<file path="config.mk">
export PLATFORM = sky130hd
export DESIGN_NAME = button_debouncer
export DESIGN_NICKNAME = d
export VERILOG_FILES = /design/src/rtl/debounce_pkg.sv /design/src/rtl/debounce_channel.sv /design/src/rtl/button_debouncer.sv
export SDC_FILE = /design/constraint.sdc
export NUM_CORES = 1
export LEC_CHECK = 0
export CORE_MARGIN = 2
export CORE_UTILIZATION = 30
export CTS_BUF_LIST = sky130_fd_sc_hd__clkbuf_8
export DETAILED_ROUTE_END_ITERATION = 10
export SLEW_MARGIN = 20
export SYNTH_ARGS = -nofsm -noshare
export SYNTH_HDL_FRONTEND = slang
export SYNTH_SLANG_ARGS = --single-unit
</file>
<file path="constraint.sdc">
create_clock -name clk -period 2.9 [get_ports clk]
set_clock_uncertainty 0.15 [all_clocks]
set_input_delay 0.29 -clock clk [delete_from_list [all_inputs] [get_ports clk]]
set_output_delay 0.29 -clock clk [all_outputs]
set_load 0.01 [all_outputs]
</file>
<file path="src/rtl/debounce_pkg.sv">
// Shared constants and counter sizing for the pushbutton debouncer.
// Latency: n/a (compile-time only).
// Backpressure: n/a.
package debounce_pkg;

    localparam int CLK_HZ                = 50_000_000;
    localparam int DEFAULT_STABLE_CYCLES = CLK_HZ / 50;   // 20 ms
    localparam int DEFAULT_HOLD_CYCLES   = CLK_HZ;        // 1 s

    // Wide enough to hold the larger terminal value without wrapping.
    function automatic int cnt_width(input int stable_cycles, input int hold_cycles);
        int m;
        m = (stable_cycles > hold_cycles) ? stable_cycles : hold_cycles;
        return (m < 1) ? 1 : $clog2(m + 1);
    endfunction

endpackage

</file>
<file path="src/rtl/debounce_channel.sv">
// One button channel: 2-flop synchroniser, stability counter, level, press/release/hold strobes.
// Latency: STABLE_CYCLES+2 edges from a settled input to level/strobe; hold HOLD_CYCLES edges after press.
// Backpressure: none; strobes are single-cycle and unconditional.
module debounce_channel
    import debounce_pkg::*;
#(
    parameter int STABLE_CYCLES = DEFAULT_STABLE_CYCLES,
    parameter int HOLD_CYCLES   = DEFAULT_HOLD_CYCLES,
    parameter bit ACTIVE_LOW_IN = 1'b1
) (
    input  logic clk,
    input  logic reset_n,
    input  logic button_in,
    output logic level,
    output logic press_pulse,
    output logic release_pulse,
    output logic hold_pulse
);

    localparam int CW = cnt_width(STABLE_CYCLES, HOLD_CYCLES);
    localparam logic [CW-1:0] S_LAST = CW'(STABLE_CYCLES - 1);

    logic          sync1;
    logic          sync2;
    logic [CW-1:0] scnt;

    always_ff @(posedge clk or negedge reset_n) begin
        if (!reset_n) begin
            sync1 <= 1'b0;
            sync2 <= 1'b0;
        end else begin
            sync1 <= button_in ^ ACTIVE_LOW_IN;
            sync2 <= sync1;
        end
    end

    // Any cycle of agreement with the current level restarts the count.
    always_ff @(posedge clk or negedge reset_n) begin
        if (!reset_n) begin
            scnt          <= '0;
            level         <= 1'b0;
            press_pulse   <= 1'b0;
            release_pulse <= 1'b0;
        end else begin
            press_pulse   <= 1'b0;
            release_pulse <= 1'b0;
            if (sync2 == level) begin
                scnt <= '0;
            end else if (scnt == S_LAST) begin
                scnt          <= '0;
                level         <= sync2;
                press_pulse   <= sync2;
                release_pulse <= ~sync2;
            end else begin
                scnt <= scnt + CW'(1);
            end
        end
    end

    if (HOLD_CYCLES > 0) begin : g_hold
        localparam logic [CW-1:0] H_MAX = CW'(HOLD_CYCLES);
        logic [CW-1:0] hcnt;

        // Saturating at H_MAX makes the strobe fire once per press.
        always_ff @(posedge clk or negedge reset_n) begin
            if (!reset_n) begin
                hcnt       <= '0;
                hold_pulse <= 1'b0;
            end else begin
                hold_pulse <= 1'b0;
                if (!level) begin
                    hcnt <= '0;
                end else if (hcnt != H_MAX) begin
                    hcnt       <= hcnt + CW'(1);
                    hold_pulse <= (hcnt == H_MAX - CW'(1));
                end
            end
        end
    end else begin : g_no_hold
        assign hold_pulse = 1'b0;
    end

endmodule

</file>
<file path="src/rtl/button_debouncer.sv">
// N-channel pushbutton conditioner: debounced level plus press, release and hold strobes.
// Latency: STABLE_CYCLES+2 clk edges from a settled pin change; all outputs registered.
// Backpressure: none; channels are independent and report simultaneously.
module button_debouncer
    import debounce_pkg::*;
#(
    parameter int N             = 4,
    parameter int STABLE_CYCLES = DEFAULT_STABLE_CYCLES,
    parameter int HOLD_CYCLES   = DEFAULT_HOLD_CYCLES,
    parameter bit ACTIVE_LOW_IN = 1'b1
) (
    input  logic         clk,
    input  logic         reset_n,
    input  logic [N-1:0] buttons_in,
    output logic [N-1:0] buttons_out,
    output logic [N-1:0] press_pulse,
    output logic [N-1:0] release_pulse,
    output logic [N-1:0] hold_pulse
);

    if (STABLE_CYCLES < 1) begin : g_bad_stable
        $error("button_debouncer: STABLE_CYCLES must be >= 1");
    end

    if (HOLD_CYCLES < 0) begin : g_bad_hold
        $error("button_debouncer: HOLD_CYCLES must be >= 0");
    end

    for (genvar i = 0; i < N; i++) begin : g_ch
        debounce_channel #(
            .STABLE_CYCLES (STABLE_CYCLES),
            .HOLD_CYCLES   (HOLD_CYCLES),
            .ACTIVE_LOW_IN (ACTIVE_LOW_IN)
        ) u_chan (
            .clk           (clk),
            .reset_n       (reset_n),
            .button_in     (buttons_in[i]),
            .level         (buttons_out[i]),
            .press_pulse   (press_pulse[i]),
            .release_pulse (release_pulse[i]),
            .hold_pulse    (hold_pulse[i])
        );
    end

endmodule

</file>
Word level (Yosys, flattened, before mapping) --
Cells that the tools add are included.
Storage, ports and cells: word-level logic and storage cells 116, input port bits 6, output and inout bits 16, flip-flop bits (word level) 232
Operators by class: reductions and logical operators 4, eq/ne operators 20, bitwise gates (word level) 12, add/subtract/negate cells 8, multiplexer cells 40
Operators with widths (count):
- $mux 26 | 16
- $add 26x1->26 const B | 8
- $eq 26x20->1 const B | 4
- $eq 26x26->1 const B | 4
- $ne 26x26->1 const B | 4
- $mux 1 | 24
- $not 1->1 | 12
- $ne 2x2->1 const B | 4
- $reduce_and 2->1 | 4
- $eq 1x1->1 | 4

Depth between registers and ports, before layout --
Gate-level depths: netlist of the first run.
depth in word-level cells 3, depth in mapped cells 8, mapped depth without buffers 7

Cells and area by module --
A second synthesis of the first run with hierarchy kept.
Second synthesis, totals: cell total of the unflattened synthesis 1260, area total of the unflattened synthesis 12009.0 um^2
Modules (own cells, without submodules):
- debounce_channel at g_ch[1].u_chan ... | cells an instance 318, sequential area each 1451.4 um^2, instances 3, area an instance 3021.6 um^2
- debounce_channel at g_ch[0].u_chan | cells an instance 306, sequential area each 1451.4 um^2, instances 1, area an instance 2944.1 um^2

Worst setup path before layout of the first run --
Ideal clock, no wire load.
kind reg-to-reg, from reg g_ch[2].u_chan.g_hold.hcnt[0], to reg g_ch[2].u_chan.g_hold.hcnt[22], data required time 2.631 ns, period minus slack after synthesis 2.319 ns, setup slack 0.581 ns, buffers on the path 1, cell stages (with the launch flop) 8, data arrival time 2.050 ns, library setup time 0.119 ns, path through dfrtp_1 -> ha_1 -> nand3_1 -> or4_1 -> buf_2 -> or4_4 -> xnor2_1 -> and2_1
Between the ends: longest elaborated chain between the ends 3, elaborated cells between the ends (all ways) 5, classes of those cells 1 x add/sub; 2 x eq/ne; 2 x mux
Ends and longest elaborated chain:
- start: declaration | line debounce_channel.sv:62 | logic [CW-1:0] hcnt;
- start signal: assignment | line debounce_channel.sv:74 | hcnt <= hcnt + CW'(1);
- $add 26x1->26 | line debounce_channel.sv:74
- $mux 26 | line debounce_channel.sv:73 | end else if (hcnt != H_MAX) begin
- $mux 26 | line debounce_channel.sv:71 | if (!level) begin
Parallel ways exist; a longest one is shown, timed or not. The select of a mux whose other input is x is not followed. A chain may end at the register's enable or synchronous reset.

Final worst setup path of the first run --
Same ends and word-level chain as after synthesis.

==> summary.md, run 1 <==
| Metric | Value |
|---|---|
| Hold path startpoint | `buttons_in[2]` |
| Hold path cells | `2` |
| Most frequent cells in the layout | `dfrtp_1, nor2_1, xnor2_1, and2_1, nand3_1` |
| Mapped Nets | `1206` |
| Crit end category | `flip-flop` |
| Diode count | `0` |
| Vias per Instance | `4.70` |
| Reg2reg path depth | `6` |
| Die Y | `202 um` |
| Io pins | `22` |
| Mux cell area share after synthesis | `0.896%` |
| Worst min path class | `input pin to flip-flop` |
| GR Overflow Total | `0` |
| Adder-cell area share of the yosys netlist | `1.71%` |
| Share of cells above drive strength 1 | `7.85%` |
| Critical Path Fanout Max | `6` |
| Type of the worst setup path | `flip-flop to flip-flop` |
| PostCTS Resize Cnt | `0` |
| Max Root-Sink Buffers | `3` |
| IO Port Bufs | `21` |
| Max incr delay on CP | `0.64 ns` |
| Starting Density | `30.4%` |
| CTS tree | `yes` |
| TritonCTS Buffers | `43` |
| Post-synthesis cell count | `1184` |
| Row cnt | `72` |
| R2R Setup Slk | `roughly 0.49 ns` |
| Clock latency on the worst-skew pair | `between 0.5 and 0.6 ns` |
| Die area | `0.0407 sq mm` |
| Post-CTS Setup Inserts | `0` |
| Top cells by area, synth | `dfrtp_1, xnor2_1, xor2_1, and2_1, nor2_1` |
| Critical path cell sequence | `ha_1, nand3_1, or4_1, or4_4, xnor2_1, and2_1` |
| Max-slew headroom | `48.6%` |
| Core Region | `0.0386 sq mm` |
| LEAKAGE | `5.56 nW` |
| Met3 WL | `926 um` |
| Final design utilization | `34.8%` |
| Synth area leader | `dfrtp_1` |
| Synth unique cells | `44` |
| Post-synthesis sequential area ratio | `between 40% and 50%` |
| Max Fclk | `0.415 GHz` |
| Top routing layer in use | `met4` |
| Pwr per Cell Area | `497 mW/mm^2` |
| Nets | `1240` |
| Filler cell count | `~4000` |
| RSZ-0062 raised after global routing | `no` |
| Ys async rst share | `100%` |
| Chip width | `202 um` |
| Post-synthesis compound-gate area fraction | `1.44%` |
| DR pass1 iterations | `5` |
| Startpoint Class | `flip-flop` |
| Gr usage total | `11.3%` |
| Area of the multi-input gates | `0.00552 sq mm` |
| Routed WL | `21.9 mm` |
| Vias in the first global route | `8283` |
| Slew Limit Fails | `0` |
| Routed length on met1 | `10.7 mm` |
| Reg2reg start | `g_ch[2].u_chan.g_hold.hcnt[0]$_DFFE_PN0P_` |
| Clock-pin slew on the worst setup and hold paths | `0.06 ns` |
| Global-route wire length before repair | `39.2 mm` |
| Critical-path top delay cell | `or4_1` |
| Syn Area/Cell | `9.91 sq um` |
| Max-Cap Viols | `0` |
| Setup TNS | `0 ns` |
| XOR/XNOR Fraction of Synth Area | `13.7%` |
| Largest family of logic cells by synthesized area | `simple AND/OR/NAND/NOR gates` |
| CTS sink cnt | `approximately 230` |
| Seq cells post-synth | `232` |
| H-tree depth | `2` |
| Most common cell after layout, fill and taps aside | `dfrtp_1` |
| Fin crit share | `between 80 and 90%` |
| Final min period | `2.41 ns` |
| Initial antenna violation count | `0` |
| Worst-margin pin slew | `0.765 ns` |
| Status | `finished, final reports clean` |
| Wirelength per Cell | `12.4 um` |
| Register area | `a little under 0.006 sq mm` |
| Fin. Hold Viols | `0` |
| Clk root buf | `clkbuf_8` |
| Worst endpoint required time | `3.20 ns` |
| Max VDD drop | `0.000217 V` |
| Main synth FF type | `dfrtp_1` |
| Via count | `8301` |
| DRC errors left | `0` |
| DP HPWL | `14.0 mm` |
| Post-Synth Simple-Gate Area | `29.2%` |
| Synth top area share | `approximately half` |
| Yosys Warn Count | `0` |
| Endpoints failing setup | `0` |
| EDFF count, synth | `0` |
| Metal2 WL | `9.70 mm` |
| Cell Area, Synth | `0.0117 sq mm` |
| Routed Antenna Nets | `0` |
| Initial DRC count | `roughly 380` |
| FF-to-FF End | `g_ch[2].u_chan.g_hold.hcnt[22]$_DFFE_PN0P_` |
| Arr. time, crit path | `2.70 ns` |
| Pin count of the biggest net entering global routing | `81` |
| Routability Congestion | `between 0.7 and 0.8` |
| P&R area growth vs syn | `14.6%` |
| Hold endpoint | `g_ch[2].u_chan.sync1$_DFF_PN0_` |
## cells by family after synthesis
group                    after synthesis
multiplexers                          10
adder cells (fa/ha/maj)               16
AND/OR/NAND/NOR                      626
AO/OA/AOI/OAI                         25
flip-flops                           232
buffers and inverters                 91
XOR/XNOR                             184
## final cells by class
class / instances / area share (%)
clock inverter: 14 / 0.493
timing repair buffer: 41 / 3.05
clock buffer: 62 / 6.35
inverter: 39 / 1.09
sequential: 232 / 43.2
multi-input combinational: 861 / 41.0
tap: 518 / 4.82
## power breakdown
part	internal (W)	total, W	switching (W)
logic	0.0000376	0.000136	0.0000980
clock network	0.00188	0.00326	0.00138
registers	0.00326	0.00328	0.0000242
## stage by stage
step	instance area (sq um)	setup WS (ns)	cells	total power [W]	hold slack, ns
4_1_cts	13400	0.488	1767	0.00683	0.0243
2_1_floorplan	11700	0.581	1184	0.00338	-0.156
6_report	13400	0.491	1767	0.00668	0.0595
3_3_place_gp	12500	0.507	1688	0.00348	0.182
5_1_grt	13400	0.374	1767	0.00699	0.0411
3_5_place_dp	12500	0.492	1688	0.00348	0.185
## layer usage
layer  vias up  GRT usage, %
met5         -             0
met4         0          4.25
met3        39          2.72
met2       120          17.7
met1      4013          15.1
li1       4129             -
## sequential cells by signal, indices dropped and copies added (netlist names)
name and count:
g_ch.u_chan.level 4, g_ch.u_chan.sync2 4, g_ch.u_chan.press_pulse 4, g_ch.u_chan.hold_pulse 4
g_ch.u_chan.scnt 104, g_ch.u_chan.g_hold.hcnt 104, g_ch.u_chan.release_pulse 4, g_ch.u_chan.sync1 4
## critical path: cells and delay by family, from the launching register on
kind / cells / cell delay, ns
XOR/XNOR: 1 / 0.13
adder cells (fa/ha/maj): 1 / 0.20
flip-flops: 1 / 0.42
AND/OR/NAND/NOR: 4 / 1.41
## synth_stat cells, types with 16 or more instances
master    instances
ha_1             16
dfrtp_1         232
buf_4            16
nor4_1           39
and3_1           26
nand4_1          64
clkbuf_1         27
nor2_1          130
inv_1            39
nand3_1          78
xnor2_1         117
nor3_1           32
and4_1           18
nand2_1          72
and2_1           86
xor2_1           67
## worst max path at each step
stage | endpoint | slack, ns | start | cells after the start
after CTS | g_ch[2].u_chan.g_hold.hcnt[22]$_DFFE_PN0P_ | 0.49 | g_ch[2].u_chan.g_hold.hcnt[0]$_DFFE_PN0P_ | 6
after global routing | g_ch[2].u_chan.g_hold.hcnt[22]$_DFFE_PN0P_ | 0.37 | g_ch[2].u_chan.g_hold.hcnt[0]$_DFFE_PN0P_ | 6
after floorplan | g_ch[2].u_chan.g_hold.hcnt[22]$_DFFE_PN0P_ | 0.58 | g_ch[2].u_chan.g_hold.hcnt[0]$_DFFE_PN0P_ | 7
after global placement | g_ch[2].u_chan.g_hold.hcnt[22]$_DFFE_PN0P_ | 0.51 | g_ch[2].u_chan.g_hold.hcnt[0]$_DFFE_PN0P_ | 6
after detailed placement | g_ch[2].u_chan.g_hold.hcnt[22]$_DFFE_PN0P_ | 0.49 | g_ch[2].u_chan.g_hold.hcnt[0]$_DFFE_PN0P_ | 6
final | g_ch[2].u_chan.g_hold.hcnt[22]$_DFFE_PN0P_ | 0.49 | g_ch[2].u_chan.g_hold.hcnt[0]$_DFFE_PN0P_ | 6
## what timing repair did
action                                  CTS  global route
hold buffers                              3             0
endpoints found under the setup margin    0             0
hold endpoints to repair                 79             0
Power figures use the tool's default switching activity.
==> run 2, diff against run 1 <==
Clock period 2.9 ns to 2.2 ns, I/O delays scaled along.
==> run 2 against run 1 <==
Against the previous run: sequential share of layout area down 1.8 points; worst setup slack worse by 0.41 ns; worst hold slack better by 0.14 ns; first-iteration DRC count up 13%; critical endpoint is now g_ch[1].u_chan.g_hold.hcnt[1]$_DFFE_PN0P_.
==> summary.md, run 2 (synthesis gave the netlist of run 1 again) <==
| Metric | Value |
|---|---|
| Status | `finished, final reports clean` |
| Reg2reg path depth | `5` |
| Final min period | `~2.1 ns` |
| Max Root-Sink Buffers | `3` |
| H-tree depth | `2` |
| Chip width | `202 um` |
| Filler cell count | `between 3000 and 4000` |
| Io pins | `22` |
| Critical Path Fanout Max | `7` |
| CP endpoint | `g_ch[1].u_chan.g_hold.hcnt[1]$_DFFE_PN0P_` |
| Fin. Hold Viols | `0` |
| Type of the worst setup path | `flip-flop to flip-flop` |
| Routed WL | `23.1 mm` |
| Global-route wire length before repair | `41.2 mm` |
| GR Overflow Total | `0` |
| CTS sink cnt | `232` |
| Post-route insts no fill | `approximately 1800` |
| DR pass1 iterations | `4` |
| Total placed cells including tap cells | `around 1700` |
| Share of cells above drive strength 1 | `between 10% and 20%` |
| Worst endpoint required time | `approximately 2.5 ns` |
| Die Y | `202 um` |
| Vias per Instance | `4.64` |
| P&R area growth vs syn | `19.6%` |
| Worst min path class | `flip-flop to flip-flop` |
| Pre-CTS WS | `-0.0222 ns` |
| R2R Setup Slk | `approximately 0.084 ns` |
| TritonCTS Buffers | `45` |
| Top flop regs | `g_ch.u_chan.g_hold.hcnt (104), g_ch.u_chan.scnt (104)` |
| Via count | `roughly 8500` |
| Crit path from | `g_ch[1].u_chan.g_hold.hcnt[18]$_DFFE_PN0P_` |
| Initial antenna violation count | `0` |
| Wirelength per Cell | `12.7 um` |
| Starting Density | `30.4%` |
| Gr usage total | `11.9%` |
| Routed Antenna Nets | `0` |
| Setup slack after layout | `0.0842 ns` |
| Clock-pin slew on the worst setup and hold paths | `0.06 ns` |
| Routability Congestion | `0.783` |
| Initial DRC count | `~430` |
| Endpoints failing setup | `0` |
| Diode count | `0` |
| Slew Limit Fails | `0` |
| Vias in the first global route | `8715` |
| Clock latency on the worst-skew pair | `0.59 ns` |
| CTS tree | `yes` |
| Worst-margin pin slew | `about 0.46 ns` |
| Most frequent cells in the layout | `dfrtp_1, nor2_1, xnor2_1, and2_1, nand3_1` |
| Startpoint Class | `flip-flop` |
| Die area | `0.0407 sq mm` |
| FF-to-FF End | `g_ch[1].u_chan.g_hold.hcnt[1]$_DFFE_PN0P_` |
| Reg2reg start | `g_ch[1].u_chan.g_hold.hcnt[18]$_DFFE_PN0P_` |
| DRC errors left | `0` |
| IO Port Bufs | `21` |
| Max Fclk | `0.473 GHz` |
| Fin crit share | `96.2%` |
| Crit end category | `flip-flop` |
| Max VDD drop | `0.000285 V` |
| Nets | `between 1000 and 1500` |
| Most common cell after layout, fill and taps aside | `dfrtp_1` |
| Row cnt | `between 70 and 80` |
| Pin count of the biggest net entering global routing | `46` |
| Max-Cap Viols | `0` |
| LEAKAGE | `5.90 nW` |
| Clk root buf | `clkbuf_8` |
| Pwr per Cell Area | `652 mW/mm^2` |
| Arr. time, crit path | `2.43 ns` |
| Core Region | `0.0386 sq mm` |
| DP HPWL | `15.2 mm` |
| Max-slew headroom | `69.2%` |
run 2: cell count changes in the layout (fill, tap and decap cells not counted), sizes merged:
cell	previous run	this run
inv	50	48
clkinv	2	8
bufinv	0	3
dlygate4sd3	3	6
clkbuf	62	59
buf	18	68
run 2: report_power, final:
group,leakage [nW],switching (W),internal [W]
clock network,0.546,0.00187,0.00274
logic,2.14,0.000139,0.0000708
registers,3.21,0.0000309,0.00430
run 2: critical path: stages, from the launching register on:
cell     delay (ns)
dfrtp_1        0.37
or4b_2         0.72
nor4_4         0.19
and4_4         0.32
mux2i_1        0.20
nor2b_1        0.06
run 2: worst min-delay path by stage:
stage                                         startpoint                                          to  slack [ns]  depth (start not counted)
after detailed placement                         reset_n  g_ch[2].u_chan.g_hold.hcnt[13]$_DFFE_PN0P_       0.005                          1
after global placement                           reset_n  g_ch[2].u_chan.g_hold.hcnt[24]$_DFFE_PN0P_       0.008                          1
after global routing      g_ch[2].u_chan.sync1$_DFF_PN0_              g_ch[2].u_chan.sync2$_DFF_PN0_        0.20                          0
after floorplan                                  reset_n   g_ch[0].u_chan.g_hold.hcnt[0]$_DFFE_PN0P_       -0.23                          0
after CTS                 g_ch[2].u_chan.sync1$_DFF_PN0_              g_ch[2].u_chan.sync2$_DFF_PN0_        0.20                          0
final                     g_ch[2].u_chan.sync1$_DFF_PN0_              g_ch[2].u_chan.sync2$_DFF_PN0_        0.20                          0
run 2: final cells by class:
class                   count  area [sq um]  share of cell area, %
repair buffers             94           853                   6.08
flip-flops and latches    232          5810                   41.4
well taps                 518           648                   4.62
clock inverters            21           171                   1.22
inverters                  39           146                   1.04
multi-input cells         861          5600                   39.9
clock buffers              59           812                   5.79
run 2: metal layers:
| metal | global-route usage [%] | up-vias | share of wire, % | wire length (um) |
|---|---|---|---|---|
| li1 | - | 4227 | - | - |
| met1 | 15.8 | 4107 | 49 | 11300 |
| met3 | 2.89 | 48 | 3.7 | 848 |
| met4 | 4.60 | 0 | 2.7 | 612 |
| met2 | 18.7 | 80 | 45 | 10300 |
| met5 | 0 | - | 0 | 0 |
run 2: repair_timing:
| item | 4_1_cts | 5_1_grt |
|---|---|---|
| endpoints found under the hold margin | 236 | 0 |
| pin swaps | 0 | 1 |
| gates cloned | 0 | 0 |
| setup buffers | 0 | 0 |
| hold buffers | 7 | 0 |
| resized for setup | 1 | 14 |
| endpoints found under the setup margin | 5 | 45 |
run 2: metrics by stage:
step                hold slack (ns)  area, sq um  total power, W  util (%)  TNS [ns]
floorplan                    -0.226        11700         0.00445         -         0
global placement            0.00804        12900         0.00460      33.4   -0.0171
detailed placement          0.00534        12900         0.00461      33.4   -0.0350
CTS                           0.201        14000         0.00937      36.1         0
global route                  0.203        14000         0.00959      36.3   -0.0149
finish                        0.197        14000         0.00915      36.3         0
